===== config.mk =====
export PLATFORM = sky130hd
export DESIGN_NAME = ram_arbiter
export DESIGN_NICKNAME = d
export VERILOG_FILES = /design/src/rtl/ram_arbiter_pkg.sv /design/src/rtl/ram_arbiter_port_slot.sv /design/src/rtl/ram_arbiter.sv
export SDC_FILE = /design/constraint.sdc
export NUM_CORES = 1
export LEC_CHECK = 0
export BUFFER_PORTS_ARGS = -buffer_cell sky130_fd_sc_hd__buf_2
export CORE_MARGIN = 3
export CORE_UTILIZATION = 45
export DETAILED_ROUTE_END_ITERATION = 10
export PLACE_DENSITY = 0.78
export RECOVER_POWER = 100
export SKIP_CTS_REPAIR_TIMING = 1
export SLEW_MARGIN = 40
export SYNTH_ARGS = -nofsm -noshare
export SYNTH_HDL_FRONTEND = slang
export SYNTH_SLANG_ARGS = --single-unit

===== constraint.sdc =====
create_clock -name clk -period 9.8 [get_ports clk]
set_clock_uncertainty 0.2 [all_clocks]
set_input_delay 0.98 -clock clk [delete_from_list [all_inputs] [get_ports clk]]
set_output_delay 0.98 -clock clk [all_outputs]
set_load 0.05 [all_outputs]

===== src/rtl/ram_arbiter_pkg.sv =====
// Shared encodings and helpers for the two-port RAM arbiter.
package ram_arbiter_pkg;

  localparam logic [0:0] ST_IDLE = 1'b0;
  localparam logic [0:0] ST_WAIT = 1'b1;

  localparam logic PORT0 = 1'b0;
  localparam logic PORT1 = 1'b1;

  localparam logic [31:0] DEFAULT_ABORT_DATA = 32'hDEADBEEF;

  typedef struct packed {
    logic        valid;
    logic        is_write;
    logic [31:0] address;
    logic [31:0] wdata;
  } slot_t;

  // A lone candidate wins; a tie goes to the port that was not granted last.
  function automatic logic pick_port(input logic c0, input logic c1, input logic last);
    if (c0 && c1) return ~last;
    else if (c1) return PORT1;
    else return PORT0;
  endfunction

endpackage


===== src/rtl/ram_arbiter_port_slot.sv =====
// Per-port pending request slot; exposes either the held request or the
// request arriving this cycle as the port's arbitration candidate.
module ram_arb_port_slot
  import ram_arbiter_pkg::*;
(
  input  logic        clk,
  input  logic        reset,
  input  logic        i_readReq,
  input  logic        i_writeReq,
  input  logic [31:0] i_address,
  input  logic [31:0] i_wdata,
  input  logic        i_clear,
  output slot_t       o_cand
);

  slot_t r_slot;

  // A pulse is only seen while the slot is empty; read+write together is a write.
  always_comb begin
    o_cand = r_slot;
    if (!r_slot.valid) begin
      o_cand.valid    = i_readReq | i_writeReq;
      o_cand.is_write = i_writeReq;
      o_cand.address  = i_address;
      o_cand.wdata    = i_wdata;
    end
  end

  always_ff @(posedge clk or posedge reset) begin
    if (reset) begin
      r_slot <= '0;
    end else if (i_clear) begin
      r_slot.valid <= 1'b0;
    end else if (!r_slot.valid && o_cand.valid) begin
      r_slot <= o_cand;
    end
  end

endmodule


===== src/rtl/ram_arbiter.sv =====
// Two-port round-robin arbiter in front of a single-transaction RAM, with
// an optional WAIT timeout that aborts the transaction back to the requester.
module ram_arbiter
  import ram_arbiter_pkg::*;
#(
  parameter int unsigned TIMEOUT    = 64,
  parameter logic [31:0] ABORT_DATA = DEFAULT_ABORT_DATA
) (
  input  logic        clk,
  input  logic        reset,
  input  logic [31:0] p0_address,
  input  logic [31:0] p0_wdata,
  input  logic        p0_readReq,
  input  logic        p0_writeReq,
  output logic [31:0] p0_rdata,
  output logic        p0_readAck,
  output logic        p0_writeAck,
  input  logic [31:0] p1_address,
  input  logic [31:0] p1_wdata,
  input  logic        p1_readReq,
  input  logic        p1_writeReq,
  output logic [31:0] p1_rdata,
  output logic        p1_readAck,
  output logic        p1_writeAck,
  output logic [31:0] ramAddress,
  output logic [31:0] ramOut,
  output logic        readReq,
  output logic        writeReq,
  input  logic [31:0] ramIn,
  input  logic        readAck,
  input  logic        writeAck,
  output logic        grantPort,
  output logic        timeoutErr
);

  logic [0:0]  r_state;
  logic        r_last;
  logic        r_is_write;
  logic [31:0] r_cnt;

  slot_t       w_cand0;
  slot_t       w_cand1;
  slot_t       w_sel;
  logic        w_grant;
  logic        w_gport;
  logic        w_clr0;
  logic        w_clr1;
  logic        w_ram_done;
  logic        w_timeout;
  logic [31:0] w_rd_data;

  ram_arb_port_slot u_slot0 (
    .clk        (clk),
    .reset      (reset),
    .i_readReq  (p0_readReq),
    .i_writeReq (p0_writeReq),
    .i_address  (p0_address),
    .i_wdata    (p0_wdata),
    .i_clear    (w_clr0),
    .o_cand     (w_cand0)
  );

  ram_arb_port_slot u_slot1 (
    .clk        (clk),
    .reset      (reset),
    .i_readReq  (p1_readReq),
    .i_writeReq (p1_writeReq),
    .i_address  (p1_address),
    .i_wdata    (p1_wdata),
    .i_clear    (w_clr1),
    .o_cand     (w_cand1)
  );

  always_comb begin
    w_grant = (r_state == ST_IDLE) && (w_cand0.valid || w_cand1.valid);
    w_gport = pick_port(w_cand0.valid, w_cand1.valid, r_last);
    w_sel   = (w_gport == PORT1) ? w_cand1 : w_cand0;
    w_clr0  = w_grant && (w_gport == PORT0);
    w_clr1  = w_grant && (w_gport == PORT1);
  end

  // Only the ack matching the issued type completes; ack beats a same-edge timeout.
  always_comb begin
    w_ram_done = r_is_write ? writeAck : readAck;
    w_timeout  = (TIMEOUT != 0) && ((r_cnt + 32'd1) == TIMEOUT);
    w_rd_data  = w_ram_done ? ramIn : ABORT_DATA;
  end

  always_ff @(posedge clk or posedge reset) begin
    if (reset) begin
      r_state     <= ST_IDLE;
      r_last      <= PORT1;
      r_is_write  <= 1'b0;
      r_cnt       <= '0;
      ramAddress  <= '0;
      ramOut      <= '0;
      readReq     <= 1'b0;
      writeReq    <= 1'b0;
      p0_rdata    <= '0;
      p0_readAck  <= 1'b0;
      p0_writeAck <= 1'b0;
      p1_rdata    <= '0;
      p1_readAck  <= 1'b0;
      p1_writeAck <= 1'b0;
      grantPort   <= 1'b0;
      timeoutErr  <= 1'b0;
    end else begin
      readReq     <= 1'b0;
      writeReq    <= 1'b0;
      p0_readAck  <= 1'b0;
      p0_writeAck <= 1'b0;
      p1_readAck  <= 1'b0;
      p1_writeAck <= 1'b0;
      if (r_state == ST_IDLE) begin
        if (w_grant) begin
          ramAddress <= w_sel.address;
          ramOut     <= w_sel.wdata;
          readReq    <= ~w_sel.is_write;
          writeReq   <= w_sel.is_write;
          r_is_write <= w_sel.is_write;
          r_last     <= w_gport;
          grantPort  <= w_gport;
          r_cnt      <= '0;
          r_state    <= ST_WAIT;
        end
      end else if (w_ram_done || w_timeout) begin
        r_state <= ST_IDLE;
        if (!w_ram_done) timeoutErr <= 1'b1;
        if (r_is_write) begin
          if (grantPort == PORT1) p1_writeAck <= 1'b1;
          else p0_writeAck <= 1'b1;
        end else if (grantPort == PORT1) begin
          p1_readAck <= 1'b1;
          p1_rdata   <= w_rd_data;
        end else begin
          p0_readAck <= 1'b1;
          p0_rdata   <= w_rd_data;
        end
      end else begin
        r_cnt <= r_cnt + 32'd1;
      end
    end
  end

endmodule


# --- Word-level counts from Yosys, hierarchy flattened ---
# Cells that the tools add are included.
totals:
  reg_bits: 303
  latch_bits: 0
  ramBits: 0
  mem_bits_ro: 0
  inputBits: 168
  out_inout_bits: 136
  n_memories: 0
op_classes:
  addsub: 1
  mul: 0
  div_mod_pow: 0
  magnitude_cmp: 0
  n_eq_ne: 2
  n_shift: 0
  mux: 35
  bitwise_logic: 11
  reduce_logical: 20
ops:
  columns: ["operator", "count"]
  rows:
  - ["$mux 66", 4]
  - ["$mux 32", 4]
  - ["$mux 65", 1]
  - ["$add 32x1->32 const B", 1]
  - ["$eq 32x7->1 const B", 1]
  - ["$mux 1", 26]
  - ["$not 1->1", 9]
  - ["$reduce_and 2->1", 4]
  - ["$reduce_and 4->1", 2]
  - ["$logic_and 1x1->1", 6]
  - ["$reduce_bool 2->1", 3]
  - ["$reduce_and 3->1", 1]
  - ["$logic_not 1->1", 2]
  - ["$logic_or 1x1->1", 2]
  - ["$ne 2x2->1 const B", 1]
  - ["$or 1x1->1", 2]

# --- Longest topological paths before layout ---
depth:
  ltp_word: 8
  mapped_depth: 12
  ltp_nobuf: 10

# --- Modules after synthesis ---
# From an unflattened synthesis, not the netlist that was laid out.
hier_totals:
  hier_cells: 1209
  area_unflattened_um2: 15090.7
modules_own_cells:
  columns: ["mod", "instances", "cells_per_inst", "area_per_inst_um2", "seq_area_each_um2"]
  rows:
  - ["ram_arbiter", 1, 777, 8577.0, 4280.4]
  - ["ram_arb_port_slot", 2, 216, 3256.9, 1651.6]

# --- Worst setup path after synthesis ---
# No wires, ideal clock.
synth_path:
  path_kind: "flip-flop to flip-flop"
  start: "register r_cnt[13]"
  end: "register p0_rdata[10]"
  arrival_ns: 3.278
  slack_ns: 6.195
  stages_incl_launch_ff: 13
  path_cell_list: "dfrtp_1 -> clkbuf_1 -> nand4_1 -> or4_1 -> buf_2 -> or4_1 -> a211oi_2 -> nand3_1 -> nor4_4 -> o2111a_1 -> buf_4 -> buf_6 -> mux2_1"
synth_between:
  elab_chain_cells: 4
synth_rtl:
  columns: ["element", "line_no", "source"]
  rows:
  - ["start, declared", "ram_arbiter.sv:39", "logic [31:0] r_cnt;"]
  - ["start signal, assigned", "ram_arbiter.sv:140", "r_cnt <= r_cnt + 32'd1;"]
  - ["$add 32x1->32", "ram_arbiter.sv:85", "w_timeout = (TIMEOUT != 0) && ((r_cnt + 32'd1) == TIMEOUT);"]
  - ["$eq 32x7->1", "ram_arbiter.sv:85", null]
  - ["$logic_or 1x1->1", "ram_arbiter.sv:126", "end else if (w_ram_done || w_timeout) begin"]
  - ["$reduce_and 4->1 (no source line)", null, null]
  - ["end signal, assigned", "ram_arbiter.sv:137", "p0_rdata <= w_rd_data;"]
  - ["end, declared", "ram_arbiter.sv:15", "output logic [31:0] p0_rdata,"]
# No other way between the ends.
# A chain may end at the register's enable or synchronous reset.

# --- Worst setup path after layout ---
layout_path:
  start: "register u_slot0.r_slot[65] (netlist name)"
  end: "register r_cnt[12]"
layout_between:
  elab_chain_cells: 5
layout_rtl:
  columns: ["element", "line_no", "source"]
  rows:
  - ["start, declared", "ram_arbiter_port_slot.sv:16", "slot_t r_slot;"]
  - ["start signal, assigned", "ram_arbiter_port_slot.sv:35", "r_slot <= o_cand;"]
  - ["$mux 66", "ram_arbiter_port_slot.sv:21", "if (!r_slot.valid) begin"]
  - ["$logic_or 1x1->1", "ram_arbiter.sv:75", "w_grant = (r_state == ST_IDLE) && (w_cand0.valid || w_cand1.valid);"]
  - ["$logic_and 1x1->1", "ram_arbiter.sv:75", null]
  - ["$reduce_bool 2->1 (no source line)", null, null]
  - ["$reduce_and 2->1 (no source line)", null, null]
# No other way between the ends.

==> impl_metrics.csv <==
group,metric,value,unit
sta,tightest_slew,4.81,ns
sta,final.period_utilization,62.9,%
sta,setup_viol,0,
run_status,violations,"max-capacitance violations, max-slew violations",
global_routing,grt_pass1_wl,56.9,mm
logic_synthesis,synthMuxAreaShare,26.1,%
setup_path,cp.arrival,6.35,ns
logic_synthesis,synth_xor_area_share,0.803,%
sta,setup_ws,3.63,ns
floorplanning,rows,64,
global_routing,grt_usage,20.8,%
sta,hold_violations,0,
routing,drtAntennaViolNets,0,
routing,postRouteWirelength,36.2,mm
global_routing,antenna_found_initial,15,
setup_path,path_cells,"nor3_1 -> a21o_4 -> clkbuf_1 -> o311ai_0 -> o41ai_1",
setup_path,crit_type,"reg2reg",
logic_synthesis,syn_avg_cell_area,12.6,um2
logic_synthesis,yosysWarningCount,0,
floorplanning,die_w,184,um
layout,area_growth_syn_to_layout,18.6,%
floorplanning,die_h,184,um
clock_tree,clk_pin_slew,0.06,ns
floorplanning,die_area,33700,um2
logic_synthesis,yosys.area_share.adder,0.176,%
layout,fin_util,54.6,%
floorplanning,io_pins,304,
logic_synthesis,yosysUniqueCellTypes,64,
layout,drive_gt1_share,29.2,%
routing,dr.first_iter.drc_count,587,
logic_synthesis,syn_nets,1295,
power_and_ir_drop,p_leak,7.72,nW
routing,drc_errors,0,
layout,layout.nets,1565,
sta,fin_tns_setup,0,ns
flow_run,drv_cap,8,
placement,dp_hpwl,23.5,mm
global_routing,grt_pass1_vias,10600,
logic_synthesis,synth_area,14200,um2
run_status,status,"finished with violations",
power_and_ir_drop,power-per-cell-area,373,nW/um2
setup_path,crit_slowest_cell,"clkbuf_1",
clock_tree,htreeDepth,2,
global_routing,overflow,0,
logic_synthesis,yosysSeqAreaShare,53.5,%
logic_synthesis,synth_compound_area_share,7.54,%
clock_tree,cts_root_buf,"clkbuf_16",
clock_tree,numClockSinks,303,
logic_synthesis,ys_seq_elements,303,
routing,first_pass_iters,5,
clock_tree,numCtsBuffers,35,
routing,dr_total_vias,10300,
logic_synthesis,synth_top_family_by_area,"multiplexers",
global_routing,grt_max_degree,159,
sta,final_max_slew_viol_count,370,
setup_path,critPathMaxFanout,94,
sta,fmaxAchievable,162,MHz
placement,dp_slack,5.23,ns
logic_synthesis,synth_edf_count,0,
floorplanning,core_area,30800,um2
setup_path,critical-path-top-delay-family,"buffers and inverters",
setup_path,cp.required,9.98,ns
placement,gp_congestion,0.859,
logic_synthesis,async_flop_share,100,%
logic_synthesis,synthSimpleGateAreaFrac,9.02,%
sta,rsz0062_at_grt,"no",
clock_tree,clock_path_buffers,3,
logic_synthesis,syn-instance-count,1125,
layout,fillCellCount,2676,
floorplanning,start_util,46.0,%
logic_synthesis,yosys_most_used_dff,"dfrtp_1",
sta,post-route-min-period,6.17,ns
routing,wl_per_cell,20.0,um
min_path,worstHoldPathType,"reg2reg",
placement,port_buffers,303,
power_and_ir_drop,vdd_drop_max,0.210,mV
sta,slew_headroom,-220,%
routing,drt-vias-per-instance,5.69,
clock_tree,cts_tree,"built",
clock_tree,clk_latency,0.52,ns
setup_path,critPathMaxStageDelay,3.37,ns
setup_path,path_buf_inv,1,
setup_path,crit_path_end_kind,"flop",
setup_path,start_kind,"flop",
## worst register-to-register path, delay by kind of cell, from the launching register on
kind	cells	cell delay (ns)
AO/OA/AOI/OAI	3	1.14
buffers and inverters	1	3.37
flip-flops	1	0.78
AND/OR/NAND/NOR	1	0.55
## metal layers
layer / GRT usage, % / share of wire (%)
met1: 26.3 / 42
met2: 34.8 / 48
met3: 6.39 / 7.6
met4: 5.82 / 2.3
met5: 0 / 0.36
## Yosys cell counts (15+ instances only)
master,number,area share (%)
dfrtp_1,302,53
mux2i_1,140,9.9
mux2_2,136,11
nand2_1,94,2.5
o221ai_1,64,4.0
clkbuf_1,59,1.6
mux2_1,29,2.3
mux2_4,29,3.1
or2_2,26,1.1
nor2_1,22,0.58
nand3_1,21,0.74
nor3_1,16,0.56
nand4_1,15,0.66
## report_power, final
| part | internal [mW] | switching, mW |
|---|---|---|
| Clock | 0.756 | 0.504 |
| Sequential | 1.82 | 0.353 |
| Combinational | 0.982 | 1.86 |
| Total | 3.56 | 2.72 |
## layout by cell type, fill, tap and decap left out, drive strengths merged, types with 5 or more instances in the layout
master,synthesis,routed
mux2i,140,140
o211ai,7,7
xor2,5,5
nor2,22,22
clkinv,0,5
a211o,5,5
inv,8,10
nor4,9,9
xnor2,8,8
nand4,16,16
and3,7,7
and4,5,5
nand2,94,94
or2,26,26
clkbuf,61,190
o221ai,64,64
o21ai,14,14
nor3,16,16
o31ai,7,7
dfrtp,302,302
nor2b,13,13
mux2,194,194
buf,25,176
a21oi,6,6
nand3,22,22
## area by class of cell
| type | count | area, um2 | area share, % |
|---|---|---|---|
| Sequential cell | 303 | 7590 | 45.1 |
| Multi-Input combinational cell | 728 | 6100 | 36.3 |
| Timing Repair Buffer | 319 | 1490 | 8.84 |
| Clock buffer | 47 | 981 | 5.83 |
| Tap cell | 396 | 495 | 2.95 |
| Clock inverter | 10 | 123 | 0.729 |
| Inverter | 8 | 31.3 | 0.186 |
| Antenna cell | 4 | 10.0 | 0.0595 |
## registers in the layout, summed over array words and instances, names as in the netlist
name and cells:
r_state 1, p0_rdata 32, p1_readAck 1, r_cnt 32, r_is_write 1, grantPort 1
ramOut 32, p0_writeAck 1, u_slot1.r_slot 66, ramAddress 32, p1_rdata 32, r_last 1
readReq 1, u_slot0.r_slot 66, p0_readAck 1, writeReq 1, timeoutErr 1, p1_writeAck 1
## through the flow
| step | instance area, um2 | std cells | hold WS [ns] | power [mW] |
|---|---|---|---|---|
| floorplan | 14200 | 1125 | 0.236 | 4.39 |
| global placement | 16000 | 1750 | 0.240 | 5.02 |
| CTS | 17100 | 1809 | 0.261 | 6.41 |
| detailed placement | 16000 | 1752 | 0.247 | 5.13 |
| global route | 16800 | 1815 | 0.297 | 6.61 |
| finish | 16800 | 1815 | 0.258 | 6.27 |
## cell families after synthesis
family,Yosys count
mux,334
flops,303
simple gates,248
compound gates,131
buf+inv,94
xor+xnor,13
fa+ha+maj,2
## worst paths after layout
path	startpoint	cells after the start	endpoint	slack (ns)
worst min-delay path	r_last$_DFFE_PP1P_	2	r_last$_DFFE_PP1P_	0.26
worst max register to register	u_slot0.r_slot[65]$_DFFE_PP0P_	5	r_cnt[12]$_DFFE_PP0P_	3.63
worst max-delay path	u_slot0.r_slot[65]$_DFFE_PP0P_	5	r_cnt[12]$_DFFE_PP0P_	3.63
max in group asynchronous	reset	3	ramOut[1]$_DFFE_PP0P_	4.54
min in group asynchronous	reset	2	p1_rdata[20]$_DFFE_PP0P_	0.72
worst min register to register	r_last$_DFFE_PP1P_	2	r_last$_DFFE_PP1P_	0.26
Note: power is estimated with default switching activity, not from simulation.
